## config.mk

```make
export PLATFORM = sky130hd
export DESIGN_NAME = ghostbus_host
export DESIGN_NICKNAME = d
export VERILOG_FILES = /design/src/rtl/ghostbus_host_pkg.sv /design/src/rtl/ghostbus_host.sv
export SDC_FILE = /design/constraint.sdc
export NUM_CORES = 1
export LEC_CHECK = 0
export BUFFER_PORTS_ARGS = -buffer_cell sky130_fd_sc_hd__buf_2
export CAP_MARGIN = 20
export CORE_MARGIN = 2
export CORE_UTILIZATION = 46
export DETAILED_ROUTE_END_ITERATION = 8
export PLACE_DENSITY = 0.81
export SLEW_MARGIN = 30
export SYNTH_ARGS = -nofsm -noshare
export SYNTH_HDL_FRONTEND = slang
export SYNTH_SLANG_ARGS = --single-unit
export TNS_END_PERCENT = 30
```

## constraint.sdc

```tcl
create_clock -name gb_clk -period 2.25 [get_ports gb_clk]
set_clock_uncertainty 0.05 [all_clocks]
set_input_delay 0.1125 -clock gb_clk [delete_from_list [all_inputs] [get_ports gb_clk]]
set_output_delay 0.1125 -clock gb_clk [all_outputs]
set_load 0.01 [all_outputs]
```

## src/rtl/ghostbus_host_pkg.sv

```systemverilog
`default_nettype none
// ============================================================================
// Module      : ghostbus_host_pkg
// Description : Shared constants for the ghostbus host controller: FSM state
//               encodings, read-latency counter width and legal RD_LAT range.
// Ports       : none (package)
// Revision    : 1.0 - initial release
// ============================================================================
package ghostbus_host_pkg;

  // FSM state encoding
  localparam int unsigned c_st_w = 2;
  localparam logic [c_st_w-1:0] c_st_idle   = 2'd0;
  localparam logic [c_st_w-1:0] c_st_strobe = 2'd1;
  localparam logic [c_st_w-1:0] c_st_rwait  = 2'd2;
  localparam logic [c_st_w-1:0] c_st_resp   = 2'd3;

  // Read-latency down-counter
  localparam int unsigned c_cnt_w      = 4;
  localparam int unsigned c_rd_lat_min = 1;
  localparam int unsigned c_rd_lat_max = 15;

endpackage : ghostbus_host_pkg
`default_nettype wire

```

## src/rtl/ghostbus_host.sv

```systemverilog
`default_nettype none
// ============================================================================
// Module      : ghostbus_host
// Description : Single-outstanding request/response host for the ghostbus.
//               An accepted request is issued as a one-cycle write or read
//               strobe; reads wait RD_LAT cycles and capture gb_rdata once.
//               The response is held until consumed.
// Ports       : gb_clk, gb_rst_n              - clock, async active-low reset
//               req_valid/ready/we/addr/wdata - request channel
//               rsp_valid/ready/we/rdata      - response channel
//               gb_addr/wdata/wen/rstb/rdata  - ghostbus responder side
//               busy                          - high whenever not IDLE
// Revision    : 1.0 - initial release
// ============================================================================
module ghostbus_host
  import ghostbus_host_pkg::*;
#(
  parameter int unsigned GB_AW  = 24,
  parameter int unsigned GB_DW  = 32,
  parameter int unsigned RD_LAT = 1
) (
  input  logic             gb_clk,
  input  logic             gb_rst_n,
  input  logic             req_valid,
  output logic             req_ready,
  input  logic             req_we,
  input  logic [GB_AW-1:0] req_addr,
  input  logic [GB_DW-1:0] req_wdata,
  output logic             rsp_valid,
  input  logic             rsp_ready,
  output logic             rsp_we,
  output logic [GB_DW-1:0] rsp_rdata,
  output logic [GB_AW-1:0] gb_addr,
  output logic [GB_DW-1:0] gb_wdata,
  output logic             gb_wen,
  output logic             gb_rstb,
  input  logic [GB_DW-1:0] gb_rdata,
  output logic             busy
);

  // Out-of-range read latency cannot be represented by the 4-bit counter.
  generate
    if ((RD_LAT < c_rd_lat_min) || (RD_LAT > c_rd_lat_max)) begin : g_rd_lat_bad
      $error("ghostbus_host: RD_LAT must be within 1..15");
    end
  endgenerate

  // Counter preload: RWAIT lasts RD_LAT cycles, counting RD_LAT-1 down to 0.
  localparam logic [c_cnt_w-1:0] c_cnt_load = c_cnt_w'(RD_LAT - 1);

  logic [c_st_w-1:0]  r_state;
  logic [c_st_w-1:0]  w_state_nxt;
  logic [c_cnt_w-1:0] r_cnt;
  logic               r_gb_wen;
  logic               r_gb_rstb;
  logic               r_rsp_we;
  logic [GB_AW-1:0]   r_gb_addr;
  logic [GB_DW-1:0]   r_gb_wdata;
  logic [GB_DW-1:0]   r_rsp_rdata;
  logic               w_accept;
  logic               w_cnt_zero;

  assign w_accept   = req_valid && req_ready;
  assign w_cnt_zero = (r_cnt == '0);

  // State register
  always_ff @(posedge gb_clk or negedge gb_rst_n) begin
    if (!gb_rst_n) begin
      r_state <= c_st_idle;
    end else begin
      r_state <= w_state_nxt;
    end
  end

  // Next-state logic
  always_comb begin
    w_state_nxt = r_state;
    case (r_state)
      c_st_idle:   if (w_accept) w_state_nxt = c_st_strobe;
      c_st_strobe: w_state_nxt = r_rsp_we ? c_st_resp : c_st_rwait;
      c_st_rwait:  if (w_cnt_zero) w_state_nxt = c_st_resp;
      c_st_resp:   if (rsp_ready) w_state_nxt = c_st_idle;
      default:     w_state_nxt = c_st_idle;
    endcase
  end

  // State-decoded outputs. The response handshake only moves to IDLE, so
  // req_ready cannot rise in the same cycle the response is consumed.
  always_comb begin
    req_ready = (r_state == c_st_idle);
    busy      = (r_state != c_st_idle);
    rsp_valid = (r_state == c_st_resp);
  end

  // Datapath: request capture, strobes, latency counter, read capture
  always_ff @(posedge gb_clk or negedge gb_rst_n) begin
    if (!gb_rst_n) begin
      r_gb_wen    <= 1'b0;
      r_gb_rstb   <= 1'b0;
      r_rsp_we    <= 1'b0;
      r_gb_addr   <= '0;
      r_gb_wdata  <= '0;
      r_rsp_rdata <= '0;
      r_cnt       <= '0;
    end else begin
      // Strobes are set only by the accept edge, so they live for exactly
      // the STROBE cycle and are mutually exclusive.
      r_gb_wen  <= w_accept && req_we;
      r_gb_rstb <= w_accept && !req_we;

      if (w_accept) begin
        r_gb_addr   <= req_addr;
        r_gb_wdata  <= req_wdata;
        r_rsp_we    <= req_we;
        r_rsp_rdata <= '0;
      end

      if (r_state == c_st_strobe) begin
        r_cnt <= c_cnt_load;
      end else if ((r_state == c_st_rwait) && !w_cnt_zero) begin
        r_cnt <= r_cnt - 1'b1;
      end

      // Single sampling point for gb_rdata.
      if ((r_state == c_st_rwait) && w_cnt_zero) begin
        r_rsp_rdata <= gb_rdata;
      end
    end
  end

  assign gb_wen    = r_gb_wen;
  assign gb_rstb   = r_gb_rstb;
  assign gb_addr   = r_gb_addr;
  assign gb_wdata  = r_gb_wdata;
  assign rsp_we    = r_rsp_we;
  assign rsp_rdata = r_rsp_rdata;

endmodule : ghostbus_host
`default_nettype wire
```

==> results of run 1 <==
-- kinds of logic after synthesis --
family                   after synthesis  synth area share [%]
multiplexers                          57                  16.9
adder cells (fa/ha/maj)                6                  1.98
AND/OR/NAND/NOR                       81                  8.75
XOR/XNOR                               3                 0.693
buffers and inverters                 22                  2.31
flip-flops                            97                  64.0
AO/OA/AOI/OAI                         37                  5.28
-- area by class of cell --
type | count | area (um^2) | share of cell area [%]
Sequential cell | 97 | 2430 | 40.4
Tap cell | 105 | 131 | 2.19
Clock buffer | 10 | 138 | 2.29
Multi-Input combinational cell | 184 | 1290 | 21.5
Clock inverter | 5 | 80.1 | 1.33
Timing Repair Buffer | 283 | 1910 | 31.9
Inverter | 7 | 26.3 | 0.438
-- Yosys cell counts --
| cell type | count |
|---|---|
| nand2_1 | 66 |
| a21o_1 | 1 |
| clkbuf_1 | 11 |
| o211a_1 | 1 |
| nor3_1 | 1 |
| mux2_2 | 57 |
| xnor2_1 | 1 |
| nor2_1 | 5 |
| o22ai_1 | 1 |
| ha_1 | 6 |
| a21oi_1 | 1 |
| xor2_1 | 2 |
| or3b_4 | 1 |
| inv_1 | 7 |
| nor2_2 | 1 |
| dfrtp_1 | 97 |
| a2111o_1 | 1 |
| o21ai_0 | 32 |
| and3_1 | 1 |
| and2_4 | 1 |
| buf_2 | 4 |
| nand2b_1 | 2 |
| nand3_1 | 3 |
-- sequential cells by signal, indices dropped and copies added, names as in the netlist --
register and count:
gb_addr 24, gb_rstb 1, gb_wdata 32, gb_wen 1, r_cnt 4, r_state 2, rsp_rdata 32, rsp_we 1
-- routing by layer --
layer  vias up  wire length [um]  GRT usage, %
met3        24               605          4.39
met2       128              5530          42.8
li1       1563                 -             -
met4         0               287          8.70
met1      1579              4090          27.3
met5         -                 0             0
-- through the flow --
step / instances / area [um^2]
floorplan: 303 / 3790
global placement: 586 / 4880
detailed placement: 586 / 4880
CTS: 691 / 6000
global route: 691 / 6000
finish: 691 / 6000
-- power by group through the flow --
stage / Combinational [uW] / Sequential, uW / Clock, uW
finish: 3040 / 2980 / 1210
global route: 3340 / 3070 / 1310
CTS: 3030 / 2940 / 1240
detailed placement: 2920 / 2970 / 0
global placement: 2810 / 2930 / 0
floorplan: 1270 / 3330 / 0
-- critical path, cell delays in order (launching register included) --
cell,delay [ns]
dfrtp_1,0.42
inv_1,0.09
ha_1,0.14
or3b_4,0.40
and2_4,0.20
nor2_1,0.15
mux2_2,0.35
-- final timing paths --
path,endpoint,from,cells after the start
worst max-delay path,r_state[1],r_cnt[0],6
worst min-delay path,gb_wen,req_valid,2
worst max register to register,r_state[1],r_cnt[0],6
worst min register to register,gb_wdata[30],gb_wdata[30],1
max in group asynchronous,gb_wdata[9],gb_rst_n,3
min in group asynchronous,gb_rstb,gb_rst_n,2
==> impl_metrics.toml, run 1 <==
[cts]
cts_resized = 0
clock_latency_ns = 0.35
cts_setup_buffers = 0
cts_max_path_buffers = 2
clockRootBuffer = "clkbuf_8"
hold_buffers = 90
cts.sinks = 97
cts_tree = "yes"
path_clk_slew_ns = 0.09
cts_buffers = 9
ctsHtreeMaxLevel = 3

[worst_setup_path]
cp.required_ns = 2.44
critPathKind = "reg -> reg"
ff2ff_setup_slack_ns = 0.35
crit_path_start_kind = "register"
worstPathArrival_ns = 2.08
cp_max_fo = 5
cp-end-kind = "register"

[detailed_routing]
firstDrtPassIters = 4
vias = 3294
vias_per_cell = 4.77
finalWirelength_mm = 10.5
drtIter0Drc = 85
ant_nets = 0
drc = 0
wire_per_inst_um = 15.2

[floorplan]
die_w_um = 94.8
core_um2 = 8090
rows = 33
die_h_um = 94.8
initial_core_util_pct = 46.8
io_pins = 187
dieArea_um2 = 8980

[pwr]
comb_power_share_pct = 42.1
p_int_uw = 4680
seqPwrFrac_pct = 41.2
switching_share_pct = 35.3
total_power_uw = 7230
power_density_nw_per_um2 = 1200
clkPwrFrac_pct = 16.7
max-vdd-ir-drop_v = 0.000607
power.switching_uw = 2550
leakagePower_uw = 0.00303

[status]
status = "completed"

[timing]
finalCriticalPeriod_ns = 1.90
post-route-period-util_pct = 84.3
worst_pin_slew_ns = 0.598
fin_tns_setup_ns = 0
hold_viol_final = 0
final-max-slew-violation-count = 0
setup_viol = 0
timing.fmax_mhz = 527
worst_slack_ns = 0.352
relSlewSlack_pct = 60.1
rsz0062_at_grt = "no"
hold_slack_ns = 0.0497

[synthesis]
synth_cells = 303
synth_largest_area_cell = "dfrtp_1"
yosys_register_bits = 97
synth_cell_type_count = 23
syn_area_um2 = 3790
ys_seq_area_share_pct = 64.0
syn_area_per_cell_um2 = 12.5
netlist_top_cells_area = "dfrtp_1, mux2_2, nand2_1"
syn_nets = 402
yosys_warnings = 0
yosysTopAreaCellShare_pct = 64.0

[global_routing]
first_global_vias = 3464
grt_use_total_pct = 23.5
grt_pass1_wl_mm = 16.2
grt_overflow = 0
grt_max_degree = 49
antenna_found_initial = 0

[cells_and_area]
utilization_pct = 74.2
layout_common_cells = "buf_2, dfrtp_1, dlygate4sd3_1"
drive_gt1_share_pct = 45.9
final_common_cell = "buf_2"
antenna_cells = 0
fillers = 524
finalNetCount = 681
areaGrowthSynthToFinish_pct = 58.4

[flow_run]
cap_violations = 0

[place]
place_ws_ns = 0.368
gp_congestion = 0.789
io_buffers = 186
hpwlAfterDp_mm = 6.14

[hold_path]
hold_class = "in -> reg"
Note: power is estimated with default switching activity, not from simulation.
==> run 2: changes to the inputs <==
- clock period: 2.25 -> 1.9 ns (I/O delays scaled with it)
==> impl_metrics.toml, run 2 (synthesis results as in run 1) <==
[pwr]
power_density_nw_per_um2 = 1400
seqPwrFrac_pct = 41.7
switching_share_pct = 36.6
power.switching_uw = 3100
p_int_uw = 5380
clkPwrFrac_pct = 14.0
max-vdd-ir-drop_v = 0.000844
comb_power_share_pct = 44.3
leakagePower_uw = 0.00303

[status]
status = "completed"

[timing]
setup_viol = 0
relSlewSlack_pct = 68.5
fin_tns_setup_ns = 0
worst_pin_slew_ns = 0.472
worst_slack_ns = 0.0668
post-route-period-util_pct = 96.5
finalCriticalPeriod_ns = 1.83
hold_viol_final = 0
final-max-slew-violation-count = 0
timing.fmax_mhz = 546

[worst_setup_path]
crit_buf_inv = 1
cp-end-kind = "register"
cpMaxStageDelayCell = "dfrtp_1"
cp_top_family = "simple AND/OR/NAND/NOR gates"
worstPathArrival_ns = 2.02
critPathMaxStageDelay_ns = 0.43
cp.required_ns = 2.09
crit_path_start_kind = "register"
critPathKind = "reg -> reg"
cp_max_fo = 5
crit_chain = "inv_2, ha_1, or3b_4, and2_4, nor2_1, mux2_2"

[floorplan]
io_pins = 187
dieArea_um2 = 8980
initial_core_util_pct = 46.8
die_w_um = 94.8
die_h_um = 94.8
core_um2 = 8090
rows = 33

[cells_and_area]
areaGrowthSynthToFinish_pct = 59.2
final_common_cell = "buf_2"
antenna_cells = 0
layout_common_cells = "buf_2, dfrtp_1, dlygate4sd3_1"
finalNetCount = 684
drive_gt1_share_pct = 46.2

[detailed_routing]
vias = 3345
drtIter0Drc = 70
finalWirelength_mm = 11.0
ant_nets = 0
drc = 0
firstDrtPassIters = 4
vias_per_cell = 4.82
wire_per_inst_um = 15.8

[global_routing]
grt_busiest_layer = "met2"
grt_use_total_pct = 24.3
first_global_vias = 3546
grt_overflow = 0
grtUsageMet1_pct = 26.3
grt_pass1_wl_mm = 16.7
grt_max_degree = 58
grt_use_met3_pct = 5.27
grtUsageMet2_pct = 46.7
antenna_found_initial = 0

[place]
hpwlAfterDp_mm = 6.43
io_buffers = 186
place_ws_ns = 0.0567
gp_congestion = 0.782

[cts]
cts_max_path_buffers = 2
clockRootBuffer = "clkbuf_8"
clock_latency_ns = 0.34
cts.sinks = 97
cts_buffers = 9
path_clk_slew_ns = 0.09
cts_tree = "yes"
ctsHtreeMaxLevel = 3

[hold_path]
hold_class = "in -> reg"

[flow_run]
cap_violations = 0
[run 2: changes by cell type in the layout (fill, tap and decap cells not counted), sizes merged]
cell / previous run / this run
clkbuf: 10 / 12
bufinv: 2 / 0
clkinvlp: 2 / 4
buf: 193 / 195
clkinv: 1 / 0
[run 2: worst register-to-register path, stage by stage (launching register included)]
cell and delay, ns:
dfrtp_1 0.43, inv_2 0.08, ha_1 0.13, or3b_4 0.37, and2_4 0.19, nor2_1 0.15, mux2_2 0.34
[run 2: power groups by stage]
stage | registers [uW] | clock network [uW] | logic, uW
after CTS | 3500 | 1210 | 3660
after global placement | 3470 | 0 | 3390
after detailed placement | 3530 | 0 | 3530
after floorplan | 3950 | 0 | 1500
final | 3530 | 1190 | 3750
after global routing | 3640 | 1320 | 4100
[run 2: layout make-up]
| type | instances | area [um^2] |
|---|---|---|
| inverter | 7 | 26.3 |
| multi-input combinational | 184 | 1290 |
| sequential | 97 | 2430 |
| tap | 105 | 131 |
| clock buffer | 11 | 141 |
| fill | 549 | 2060 |
| timing repair buffer | 286 | 1990 |
| clock inverter | 4 | 30.0 |
[run 2: routing by layer]
| layer | wire, um | vias up |
|---|---|---|
| li1 | - | 1571 |
| met1 | 4140 | 1615 |
| met2 | 5970 | 136 |
| met3 | 611 | 23 |
| met4 | 233 | 0 |
| met5 | 0 | - |
[run 2: path summary, 6_finish.rpt]
check	from	slack [ns]	cells after the start	endpoint
worst max-delay path	r_cnt[0]	0.07	6	r_state[1]
worst min-delay path	req_valid	0.05	2	gb_wen
worst max register to register	r_cnt[0]	0.07	6	r_state[1]
worst min register to register	gb_addr[7]	0.46	1	gb_addr[7]
max in group asynchronous	gb_rst_n	1.02	3	gb_wdata[22]
min in group asynchronous	gb_rst_n	0.20	2	rsp_rdata[21]
[run 2: stage by stage]
stage,hold slack [ns],power (uW),util [%],instance area [um^2],cells
detailed placement,0.0377,7050,61.0,4940,588
global route,0.0290,9060,74.6,6030,694
global placement,0.0233,6850,61.0,4940,588
floorplan,-0.251,5450,-,3790,303
finish,0.0491,8480,74.6,6030,694
CTS,0.0288,8360,74.2,6010,693
[run 2: timing repair]
action                     4_1_cts  5_1_grt
setup endpoints to repair        0       16
gates resized for setup          0        1
buffers inserted                 0        0
hold buffers                    90        0
hold endpoints to repair       122        0
==> run 3: changes to the inputs <==
- CAP_MARGIN: 20 -> not set
- clock period: 1.9 -> 1.96 ns (I/O delays scaled with it)
==> impl_metrics.toml, run 3 (synthesis results as in run 1) <==
[status]
status = "completed"

[cts]
cts_buffers = 9
clock_latency_ns = 0.35
ctsHtreeMaxLevel = 3
cts.sinks = 97
cts_setup_buffers = 0
cts_max_path_buffers = 2
path_clk_slew_ns = 0.09
clockRootBuffer = "clkbuf_8"
cts_tree = "yes"

[worst_setup_path]
cp-end-kind = "register"
ff2ff_setup_slack_ns = 0.10
crit_path_end = "r_state[0]"
critPathMaxStageDelay_ns = 0.41
crit_buf_inv = 1
cp_top_family = "simple AND/OR/NAND/NOR gates"
critPathKind = "reg -> reg"
timing.rr.start = "r_cnt[0]"
crit_start = "r_cnt[0]"
crit_path_start_kind = "register"
crit_chain = "inv_1, ha_1, or3b_4, and2_4, a2111o_1, o211a_1"
cpMaxStageDelayCell = "dfrtp_1"
cp.depth = 6
r2r_cells = 6
cp_max_fo = 5
worstReg2RegEnd = "r_state[0]"
worstPathArrival_ns = 2.04
cp.required_ns = 2.14

[place]
io_buffers = 186
dpl.cell_count = 586
hpwlAfterDp_mm = 6.30
gp_congestion = 0.731

[timing]
finalCriticalPeriod_ns = 1.86
rsz0062_at_grt = "no"
setup_viol = 0
final-max-slew-violation-count = 0
hold_viol_final = 0
fin_tns_setup_ns = 0
worst_pin_slew_ns = 0.691
relSlewSlack_pct = 53.9
timing.fmax_mhz = 538
post-route-period-util_pct = 94.8

[hold_path]
hold_class = "in -> reg"

[floorplan]
initial_core_util_pct = 46.8
die_h_um = 94.8
io_pins = 187
dieArea_um2 = 8980
die_w_um = 94.8
core_um2 = 8090
rows = 33

[detailed_routing]
met1_length_mm = 3.98
drtIter0Drc = 63
firstDrtPassIters = 4
drc = 0
vias = 3341
wire_per_inst_um = 15.1
vias_per_cell = 4.83
top_layer = "met4"
dr_wl_met3_um = 578
route.met2.wl_mm = 5.58
finalWirelength_mm = 10.4
ant_nets = 0

[global_routing]
grt_pass1_wl_mm = 15.9
grt_overflow = 0
first_global_vias = 3409
antenna_found_initial = 0
grt_max_degree = 65
grt_use_total_pct = 23.2

[cells_and_area]
areaGrowthSynthToFinish_pct = 58.3
final_common_cell = "buf_2"
drive_gt1_share_pct = 45.7
finalNetCount = 681
layout_common_cells = "buf_2, dfrtp_1, dlygate4sd3_1"
fillers = 520
final_cells = 692
antenna_cells = 0

[flow_run]
cap_violations = 0

[pwr]
leakagePower_uw = 0.00302
max-vdd-ir-drop_v = 0.000764
total_power_uw = 8210
power_density_nw_per_um2 = 1370
## run 3: cell types whose count changed in the layout (fill, tap and decap cells not counted), sizes merged
| cell | delta |
|---|---|
| buf | -2 |
| clkinvlp | -2 |
| bufinv | +1 |
| clkinv | +1 |
## run 3: per-stage QoR
step           area, um^2  hold WS [ns]  utilization (%)  setup slack (ns)
4_1_cts              6000        0.0412             74.1            0.0624
6_report             6000        0.0613             74.1             0.102
3_5_place_dp         4910         0.141             60.7            0.0600
2_1_floorplan        3790        -0.248                -             0.162
3_3_place_gp         4910         0.130             60.7             0.127
5_1_grt              6000        0.0534             74.1           0.00757
## run 3: power breakdown
part | leakage, uW | internal, uW | total, uW | switching, uW
Combinational | 0.00174 | 1740 | 3550 | 1810
Sequential | 0.00119 | 2920 | 3410 | 484
Clock | 0.0000868 | 595 | 1260 | 664
Total | 0.00302 | 5260 | 8210 | 2960
## run 3: area by class of cell
cell class | count | area [um^2] | share of cell area, %
sequential | 97 | 2430 | 40.5
timing repair buffer | 283 | 1940 | 32.3
multi-input combinational | 184 | 1290 | 21.5
clock buffer | 12 | 135 | 2.25
tap | 105 | 131 | 2.19
clock inverter | 4 | 53.8 | 0.897
inverter | 7 | 26.3 | 0.438
## run 3: timing repair
item,4_1_cts,5_1_grt
hold endpoints to repair,143,0
endpoints found under the setup margin,0,1
hold buffers,90,0
gates resized for setup,0,1
## run 3: worst min path at each step
stage	start	to	slack, ns	cells after the start
5_1_grt	req_valid	gb_wen	0.05	2
3_3_place_gp	gb_rst_n	r_state[1]	0.13	1
6_report	req_valid	gb_wen	0.06	2
2_1_floorplan	gb_rst_n	gb_addr[0]	-0.25	0
4_1_cts	req_valid	gb_wen	0.04	2
3_5_place_dp	gb_rst_n	rsp_rdata[24]	0.14	1
## run 3: metal layers
metal  vias to the layer above  GRT usage [%]
li1                       1564              -
met1                      1615           25.5
met2                       135           43.2
met3                        27           4.47
met4                         0           10.4
met5                         -              0
## run 3: worst register-to-register path: cells and delay by family (launching register included)
family	cells	cell delay, ns
simple gates	2	0.61
buf+inv	1	0.09
compound gates	2	0.47
fa+ha+maj	1	0.14
flops	1	0.41
